## src/rtl/note_word_classifier.sv

```systemverilog
// note_word_classifier: collects note symbols into words, classifies each
// finished word, shows the last accepted symbol on a 7-segment display and
// counts emitted words.
module note_word_classifier #(
    parameter int unsigned NOTE_W     = 3,
    parameter int unsigned MAX_LEN    = 4,
    parameter int unsigned CLASS_MODE = 0
) (
    input  logic                             clk,
    input  logic                             Reset,
    input  logic                             in_valid,
    input  logic                             in_tom,
    input  logic [NOTE_W-1:0]                in_note,
    output logic                             in_ready,
    output logic                             out_valid,
    input  logic                             out_ready,
    output logic [1:0]                       out_type,
    output logic [$clog2(MAX_LEN+1)-1:0]     out_len,
    output logic                             out_ovf,
    output logic [6:0]                       seg,
    output logic [15:0]                      word_count
);

    localparam int unsigned LEN_W = $clog2(MAX_LEN + 1);
    localparam int unsigned SYM_W = NOTE_W + 1;

    typedef enum logic [1:0] {
        S_IDLE    = 2'd0,
        S_COLLECT = 2'd1,
        S_EMIT    = 2'd2
    } state_t;

    state_t             state_q, state_d;
    logic [LEN_W-1:0]   len_q, len_d;
    logic               ovf_q, ovf_d;
    logic [SYM_W-1:0]   buf_q [MAX_LEN];
    logic [SYM_W-1:0]   buf_d [MAX_LEN];

    logic               in_ready_d;
    logic               out_valid_d;
    logic [1:0]         out_type_d;
    logic [LEN_W-1:0]   out_len_d;
    logic               out_ovf_d;
    logic [6:0]         seg_d;
    logic [15:0]        word_count_d;

    logic [SYM_W-1:0]   sym_c;
    logic               accept_c;
    logic               is_term_c;
    logic [SYM_W-1:0]   last_sym_c;
    logic [1:0]         class_c;

    // Map one {tom, note} symbol to its word class.
    function automatic logic [1:0] map_sym(input logic [SYM_W-1:0] s);
        logic [1:0] r;
        r = 2'd0;
        if (s == {1'b0, NOTE_W'(3)})      r = 2'd3;
        else if (s == {1'b0, NOTE_W'(4)}) r = 2'd2;
        else if (s == {1'b0, NOTE_W'(5)}) r = 2'd1;
        return r;
    endfunction

    // Active-low hex digit decode, bit order g..a.
    function automatic logic [6:0] hex_seg(input logic [3:0] d);
        logic [6:0] r;
        case (d)
            4'h0:    r = 7'b1000000;
            4'h1:    r = 7'b1111001;
            4'h2:    r = 7'b0100100;
            4'h3:    r = 7'b0110000;
            4'h4:    r = 7'b0011001;
            4'h5:    r = 7'b0010010;
            4'h6:    r = 7'b0000010;
            4'h7:    r = 7'b1111000;
            4'h8:    r = 7'b0000000;
            4'h9:    r = 7'b0010000;
            4'hA:    r = 7'b0001000;
            4'hB:    r = 7'b0000011;
            4'hC:    r = 7'b1000110;
            4'hD:    r = 7'b0100001;
            4'hE:    r = 7'b0000110;
            default: r = 7'b0001110;
        endcase
        return r;
    endfunction

    // Input symbol decode and classification of the word held in the buffer.
    always_comb begin
        sym_c      = {in_tom, in_note};
        accept_c   = in_valid && in_ready;
        is_term_c  = (in_note == '0);
        last_sym_c = '0;
        for (int i = 0; i < int'(MAX_LEN); i++) begin
            if (LEN_W'(i + 1) == len_q) last_sym_c = buf_q[i];
        end
        class_c = 2'd0;
        if (!ovf_q) begin
            if (CLASS_MODE == 0) class_c = map_sym(last_sym_c);
            else if (len_q == LEN_W'(1)) class_c = map_sym(buf_q[0]);
        end
    end

    // Next-state and next-output logic.
    always_comb begin
        state_d      = state_q;
        len_d        = len_q;
        ovf_d        = ovf_q;
        buf_d        = buf_q;
        out_type_d   = out_type;
        out_len_d    = out_len;
        out_ovf_d    = out_ovf;
        seg_d        = seg;
        word_count_d = word_count;

        case (state_q)
            S_IDLE: begin
                if (accept_c) begin
                    if (!is_term_c) begin
                        buf_d[0] = sym_c;
                        len_d    = LEN_W'(1);
                        ovf_d    = 1'b0;
                        state_d  = S_COLLECT;
                    end else begin
                        out_type_d = 2'd0;
                        out_len_d  = '0;
                        out_ovf_d  = 1'b0;
                        state_d    = S_EMIT;
                    end
                end
            end
            S_COLLECT: begin
                if (accept_c) begin
                    if (!is_term_c) begin
                        if (len_q < LEN_W'(MAX_LEN)) begin
                            for (int i = 0; i < int'(MAX_LEN); i++) begin
                                if (LEN_W'(i) == len_q) buf_d[i] = sym_c;
                            end
                            len_d = len_q + LEN_W'(1);
                        end else begin
                            ovf_d = 1'b1;
                        end
                    end else begin
                        out_type_d = class_c;
                        out_len_d  = len_q;
                        out_ovf_d  = ovf_q;
                        state_d    = S_EMIT;
                    end
                end
            end
            S_EMIT: begin
                if (out_ready) begin
                    word_count_d = word_count + 16'd1;
                    state_d      = S_IDLE;
                end
            end
            default: state_d = S_IDLE;
        endcase

        // Display follows every accepted note; terminators leave it alone.
        if (accept_c && !is_term_c) seg_d = hex_seg(sym_c[3:0]);

        in_ready_d  = (state_d != S_EMIT);
        out_valid_d = (state_d == S_EMIT);
    end

    // State and output registers with synchronous reset.
    always_ff @(posedge clk) begin
        if (Reset) begin
            state_q    <= S_IDLE;
            len_q      <= '0;
            ovf_q      <= 1'b0;
            for (int i = 0; i < int'(MAX_LEN); i++) buf_q[i] <= '0;
            in_ready   <= 1'b1;
            out_valid  <= 1'b0;
            out_type   <= 2'd0;
            out_len    <= '0;
            out_ovf    <= 1'b0;
            seg        <= 7'b1111111;
            word_count <= 16'd0;
        end else begin
            state_q    <= state_d;
            len_q      <= len_d;
            ovf_q      <= ovf_d;
            for (int i = 0; i < int'(MAX_LEN); i++) buf_q[i] <= buf_d[i];
            in_ready   <= in_ready_d;
            out_valid  <= out_valid_d;
            out_type   <= out_type_d;
            out_len    <= out_len_d;
            out_ovf    <= out_ovf_d;
            seg        <= seg_d;
            word_count <= word_count_d;
        end
    end

endmodule

```

## config.mk

```make
export PLATFORM = sky130hd
export DESIGN_NAME = note_word_classifier
export DESIGN_NICKNAME = d
export VERILOG_FILES = /design/src/rtl/note_word_classifier.sv
export SDC_FILE = /design/constraint.sdc
export NUM_CORES = 1
export LEC_CHECK = 0
export ABC_AREA = 1
export CAP_MARGIN = 20
export CELL_PAD_IN_SITES_DETAIL_PLACEMENT = 1
export CELL_PAD_IN_SITES_GLOBAL_PLACEMENT = 2
export CORE_MARGIN = 5
export CORE_UTILIZATION = 34
export CTS_BUF_LIST = sky130_fd_sc_hd__clkbuf_4
export DETAILED_ROUTE_END_ITERATION = 10
export PLACE_DENSITY = 0.95
export SYNTH_ARGS = -nofsm -noshare
export SYNTH_HDL_FRONTEND = slang
export SYNTH_SLANG_ARGS = --single-unit
```

## constraint.sdc

```tcl
create_clock -name clk -period 2.4 [get_ports clk]
set_input_delay 0.24 -clock clk [delete_from_list [all_inputs] [get_ports clk]]
set_output_delay 0.24 -clock clk [all_outputs]
set_load 0.03 [all_outputs]
```

* After elaboration in Yosys (flattened, before gate mapping) *
Memories as Yosys holds them, arrays and structs flattened. A register that Yosys moved wholly into a read port is not among the register bits.
Cells that the tools add are included.

word-level totals
  output and inout port bits = 31
  word-level logic and storage cells = 104
  flip-flop bits (word level) = 46
  bits in read-only memories = 112
  memories = 1
  bits of input ports = 8

operators by class
  equality and inequality tests = 20
  add/sub/neg operators = 2
  order comparisons = 1
  bitwise logic cells = 1
  reductions and logical operators = 15
  mux-type cells = 51

memories
  memory           depth  bits a word  read ports  clocked after memory_dff  write ports  RTL line  text
  (no name shown)  16     7            1           1                         0            66        case (d)

operator list
  cell                   number
  $mux 16                3
  $mux 4                 10
  $mux 3                 9
  $mux 2                 12
  $ne 2x2->1 const B     10
  $reduce_and 5->1       4
  $add 16x1->16 const B  1
  $pmux 3 s2             2
  $reduce_and 6->1       2
  $mux 1                 10
  $eq 4x3->1 const B     2
  $pmux 4 s2             1
  $reduce_and 7->1       1
  $eq 2x3->1 const A     2
  $logic_not 3->1        2
  $pmux 2 s3             1
  $eq 2x2->1 const B     2
  $eq 4x2->1 const B     1
  $pmux 1 s2             2
  $pmux 2 s2             1
  $add 3x1->3 const B    1
  $eq 1x3->1 const A     1
  $eq 3x3->1 const A     1
  $lt 3x3->1 const B     1
  7 further kinds        8

* Logic depth before layout (Yosys ltp) *
  depth after elaboration = 13
  depth in mapped cells = 14

* Least setup slack after synthesis *
OpenSTA, ideal clock, no wires.

  kind = register -> register
  from = reg word_count[0]
  to = reg word_count[12]
  cell stages (with the launch flop) = 9
  clock period less this slack = 1708 ps
  data required time = 2281 ps
  arrival = 1588 ps
  setup slack = 692 ps
  path through = dfxtp_1 ha_1 nand4_1 nor2_2 nand3_2 nor2_2 nand3_1 o21ai_0 a21oi_1

between the ends
  longest elaborated chain between the ends = 1

ends and longest elaborated chain
  element                 RTL line  text
  from (decl)             21        output logic [15:0] word_count
  from (signal assigned)  191       word_count <= word_count_d;
  $add 16x1->16           152       word_count_d = word_count + 16'd1;

Every way passes these cells.
A chain may end at the register's enable or synchronous reset.

* Worst setup path after layout *
  from = reg len_q[2]
  to = reg out_type[0]

between the ends
  longest elaborated chain between the ends = 13
  elaborated cells on any way between the ends = 18
  classes of those cells = 7 x eq/ne; 11 x mux

ends and longest elaborated chain
  element                 RTL line  text
  from (decl)             34        logic [LEN_W-1:0] len_q, len_d;
  from (signal assigned)  182       len_q <= len_d;
  $eq 1x3->1              94        if (LEN_W'(i + 1) == len_q) last_sym_c = buf_q[i];
  $mux 4 (3 in a row)     94
  $mux 4 (*)              94
  $eq 4x3->1              59        else if (s == {1'b0, NOTE_W'(5)}) r = 2'd1;
  $mux 1                  59
  $mux 2                  58        else if (s == {1'b0, NOTE_W'(4)}) r = 2'd2;
  $mux 2 (*)              57        if (s == {1'b0, NOTE_W'(3)}) r = 2'd3;
  $mux 2 (*)              97        if (!ovf_q) begin
  $mux 2 (*)              133       if (!is_term_c) begin
  $mux 2 (*)              132       if (accept_c) begin
  $pmux 2 s2 (*)          115       case (state_q)
  to (signal assigned)    187       out_type <= out_type_d;
  to (decl)               17        output logic [1:0] out_type,

Mark *: on every way between the ends. The rest lies on a longest branch, timed or not. The select of a mux whose other input is x is not followed.

==> key figures <==
Critical path
  • Crit path capture type: flip-flop
  • Reg2Reg Depth: 9
  • CP arrival: 2240 ps
  • Worst setup SP type: flip-flop
  • Worst Path Required: 2710 ps
  • Max FO, Critical Path: 9
  • WS Path Type: flip-flop to flip-flop

Global routing
  • Pin count of the biggest net entering global routing: 27
  • Initial antenna violation count: 0
  • Vias in the first global route: 2521
  • First-pass GRT wire length: 11.85 mm
  • Remaining global-route overflow: 0
  • Gr usage total: 14.77%

STA
  • Normalized max-slew margin: 52.73%
  • Max Slew Vio Count: 0
  • Final hold vios: 0
  • Final worst slack: 470.9 ps
  • Tcrit/Tclk final: 80.38%
  • Worst clock skew: 10.15 ps
  • Worst Tran Pin Value: 708.3 ps
  • Setup TNS: 0 ps
  • Unrepaired setup endpoints after global routing: false
  • Minimum clock period: 1929 ps
  • F_max: 0.5184 GHz
  • Setup violations, final: 0

Clock network
  • CTS max path bufs: 2
  • Worst skew pair latency: 370 ps
  • Cts bufs inserted: 5
  • Htree depth: 2
  • Post-CTS repair timing setup buffer count: 0
  • Root Driver: clkbuf_4
  • CTS Hold Bufs: 0
  • Clock Sink Count: 53
  • Clock slew at reported path FFs: 150 ps
  • TritonCTS clock tree: done
  • Cts repair resizes: 0

Placement
  • Post-DP Area: 0.003098 sq mm
  • Placed Cells incl. Taps: 488
  • Buffers on Ports: 38
  • Place WS: 128.8 ps
  • DP HPWL: 5.136 mm
  • Placer Congestion: 0.7524

Floorplan
  • Chip Height: 97.28 um
  • Die Wd: 97.28 um
  • Num rows: 31
  • Total die area: 0.009463 sq mm
  • Boundary Pins: 39
  • Initial Utilization: 35.33%
  • Core area: 0.007331 sq mm

Power and ir drop
  • Sequential share of power: 60.1%
  • Switching Share: 28.52%
  • Clock share of power: 26.0%
  • Leakage power: 1.289 nW
  • Worst ir drop on vdd: 225.6 uV
  • Gate power share: 13.9%
  • P_sw: 0.4356 mW
  • Pwr Density: 484.4 mW/mm^2
  • Int Power: 1.092 mW

Detailed routing
  • Overall routed net length: 6.749 mm
  • Routed len/inst: 13.61 um
  • DRT Pass-1 Iters: 4
  • Post-DR vias/cell: 4.899
  • Antenna viol nets, final: 0
  • # DRC: 0
  • DRT iter0 DRCs: 67
  • Via count: 2430

Run status
  • Status: finished, final reports clean

Synth
  • Register bit total from synthesis: 53
  • Avg Cell Area, Syn: 7.296 sq um
  • Synth warnings: 0
  • Count of different cell masters after synthesis: 34
  • Synthesized area: 0.002590 sq mm
  • Syn Nets: 374
  • Post-Syn Instances: 355
  • Register area share after synthesis: 40.97%

Job
  • Max-cap violations: 0

Cells and area
  • Multi-input gate area: 0.001315 sq mm
  • Final std cells w/o fill: 496
  • Cell area after layout: 0.003153 sq mm
  • Layout cells sized above 1: 7.809%
  • Area Growth Syn to Fin: 21.74%
  • Antenna Diode Count: 0
  • Final nets: 415
  • Filler Cells Inserted: 923
  • FF+latch area: 0.001061 sq mm

Worst hold path
  • Worst Hold Class: flip-flop to flip-flop
  • Worst hold stages: 2
==> power by group through the flow <==
stage	clock, mW	sequential [mW]	combinational [mW]
floorplan	0	0.958	0.107
global placement	0	0.936	0.207
detailed placement	0	0.937	0.214
CTS	0.421	0.918	0.215
global route	0.462	0.922	0.237
finish	0.397	0.918	0.213
==> per-layer routing <==
metal / part of all wire, % / wire length [um] / GRT usage (%)
met1: 48 / 3206 / 18.74
met2: 48 / 3248 / 25.69
met3: 3.3 / 224 / 3.230
met4: 1.0 / 69 / 3.195
met5: 0 / 0 / 0
==> state kept, by name (all words and copies together) (netlist names) <==
signal / count
in_ready: 1
seg: 7
state_q: 2
out_ovf: 1
len_q: 3
buf_q: 16
out_valid: 1
out_len: 3
word_count: 16
out_type: 2
ovf_q: 1
==> cells in the mapped netlist <==
| library cell | number | area [sq um] |
|---|---|---|
| a21oi_1 | 48 | 240.2 |
| a22oi_1 | 1 | 7.510 |
| a31oi_1 | 1 | 6.260 |
| and3_1 | 1 | 6.260 |
| and3_2 | 1 | 7.510 |
| buf_4 | 1 | 7.510 |
| clkbuf_1 | 9 | 33.78 |
| dfxtp_1 | 53 | 1061 |
| ha_1 | 11 | 137.6 |
| inv_1 | 43 | 161.4 |
| inv_2 | 3 | 11.26 |
| nand2_1 | 65 | 244.0 |
| nand2_2 | 1 | 6.260 |
| nand2_4 | 1 | 11.26 |
| nand3_1 | 18 | 90.09 |
| nand3_2 | 3 | 30.03 |
| nand3b_1 | 1 | 7.510 |
| nand3b_4 | 1 | 20.02 |
| nand4_1 | 3 | 18.77 |
| nor2_1 | 35 | 131.4 |
| nor2_2 | 2 | 12.51 |
| nor2_4 | 2 | 22.52 |
| nor3_1 | 6 | 30.03 |
| nor3_2 | 1 | 10.01 |
| nor3_4 | 1 | 16.27 |
| nor3b_1 | 1 | 7.510 |
| o211ai_1 | 1 | 7.510 |
| o21a_1 | 4 | 30.03 |
| o21ai_0 | 29 | 145.1 |
| o21ai_1 | 1 | 5.000 |
| o21ai_2 | 1 | 8.760 |
| o21bai_2 | 1 | 11.26 |
| o221ai_1 | 1 | 8.760 |
| xor2_1 | 4 | 35.03 |
==> critical path, cell delays in order, from the launching register on <==
cell	delay, ps
dfxtp_1	380
inv_1	210
ha_1	400
inv_1	150
nand3_1	120
nand2_1	60
nand2_1	100
nor3b_1	210
nand2_1	90
a21oi_1	130
==> through the flow <==
| step | hold slack [ps] | util (%) | power, mW |
|---|---|---|---|
| after floorplan | 382.7 | - | 1.065 |
| after global placement | 445.6 | 42.26 | 1.143 |
| after detailed placement | 452.8 | 42.26 | 1.150 |
| after CTS | 473.7 | 43.01 | 1.554 |
| after global routing | 494.0 | 43.01 | 1.621 |
| final | 468.2 | 43.01 | 1.527 |
==> cells in the final DEF, fill, tap and decap left out, types with 4 or more instances in the layout <==
| cell | Yosys | routed |
|---|---|---|
| o21a_1 | 4 | 4 |
| inv_1 | 43 | 43 |
| nor2_1 | 35 | 35 |
| nand2_1 | 65 | 65 |
| nand3_1 | 18 | 18 |
| xor2_1 | 4 | 4 |
| ha_1 | 11 | 11 |
| a21oi_1 | 48 | 48 |
| clkbuf_4 | 0 | 5 |
| buf_4 | 1 | 6 |
| o21ai_0 | 29 | 29 |
| dfxtp_1 | 53 | 53 |
| nor3_1 | 6 | 6 |
| clkdlybuf4s50_1 | 0 | 38 |
==> area by class of cell <==
cell class	instances	area share, %
clock inverters	3	0.5556
repair buffers	44	13.49
flip-flops and latches	53	33.65
multi-input cells	246	41.71
inverters	46	5.476
clock buffers	5	1.190
well taps	99	3.929
==> cell families after synthesis <==
kind of cell,after synthesis,synth area share [%]
buffers and inverters,56,8.261
XOR/XNOR,4,1.353
flip-flops,53,40.97
AND/OR/NAND/NOR,143,25.94
adder cells (fa/ha/maj),11,5.314
AO/OA/AOI/OAI,88,18.16
==> final timing paths <==
kind	start	endpoint	slack, ps
max	len_q[2]	out_type[0]	470
min	buf_q[4]	buf_q[4]	470
max reg2reg	len_q[2]	out_type[0]	470
min reg2reg	buf_q[4]	buf_q[4]	470
No activity file was read; power rests on OpenSTA's default activity.
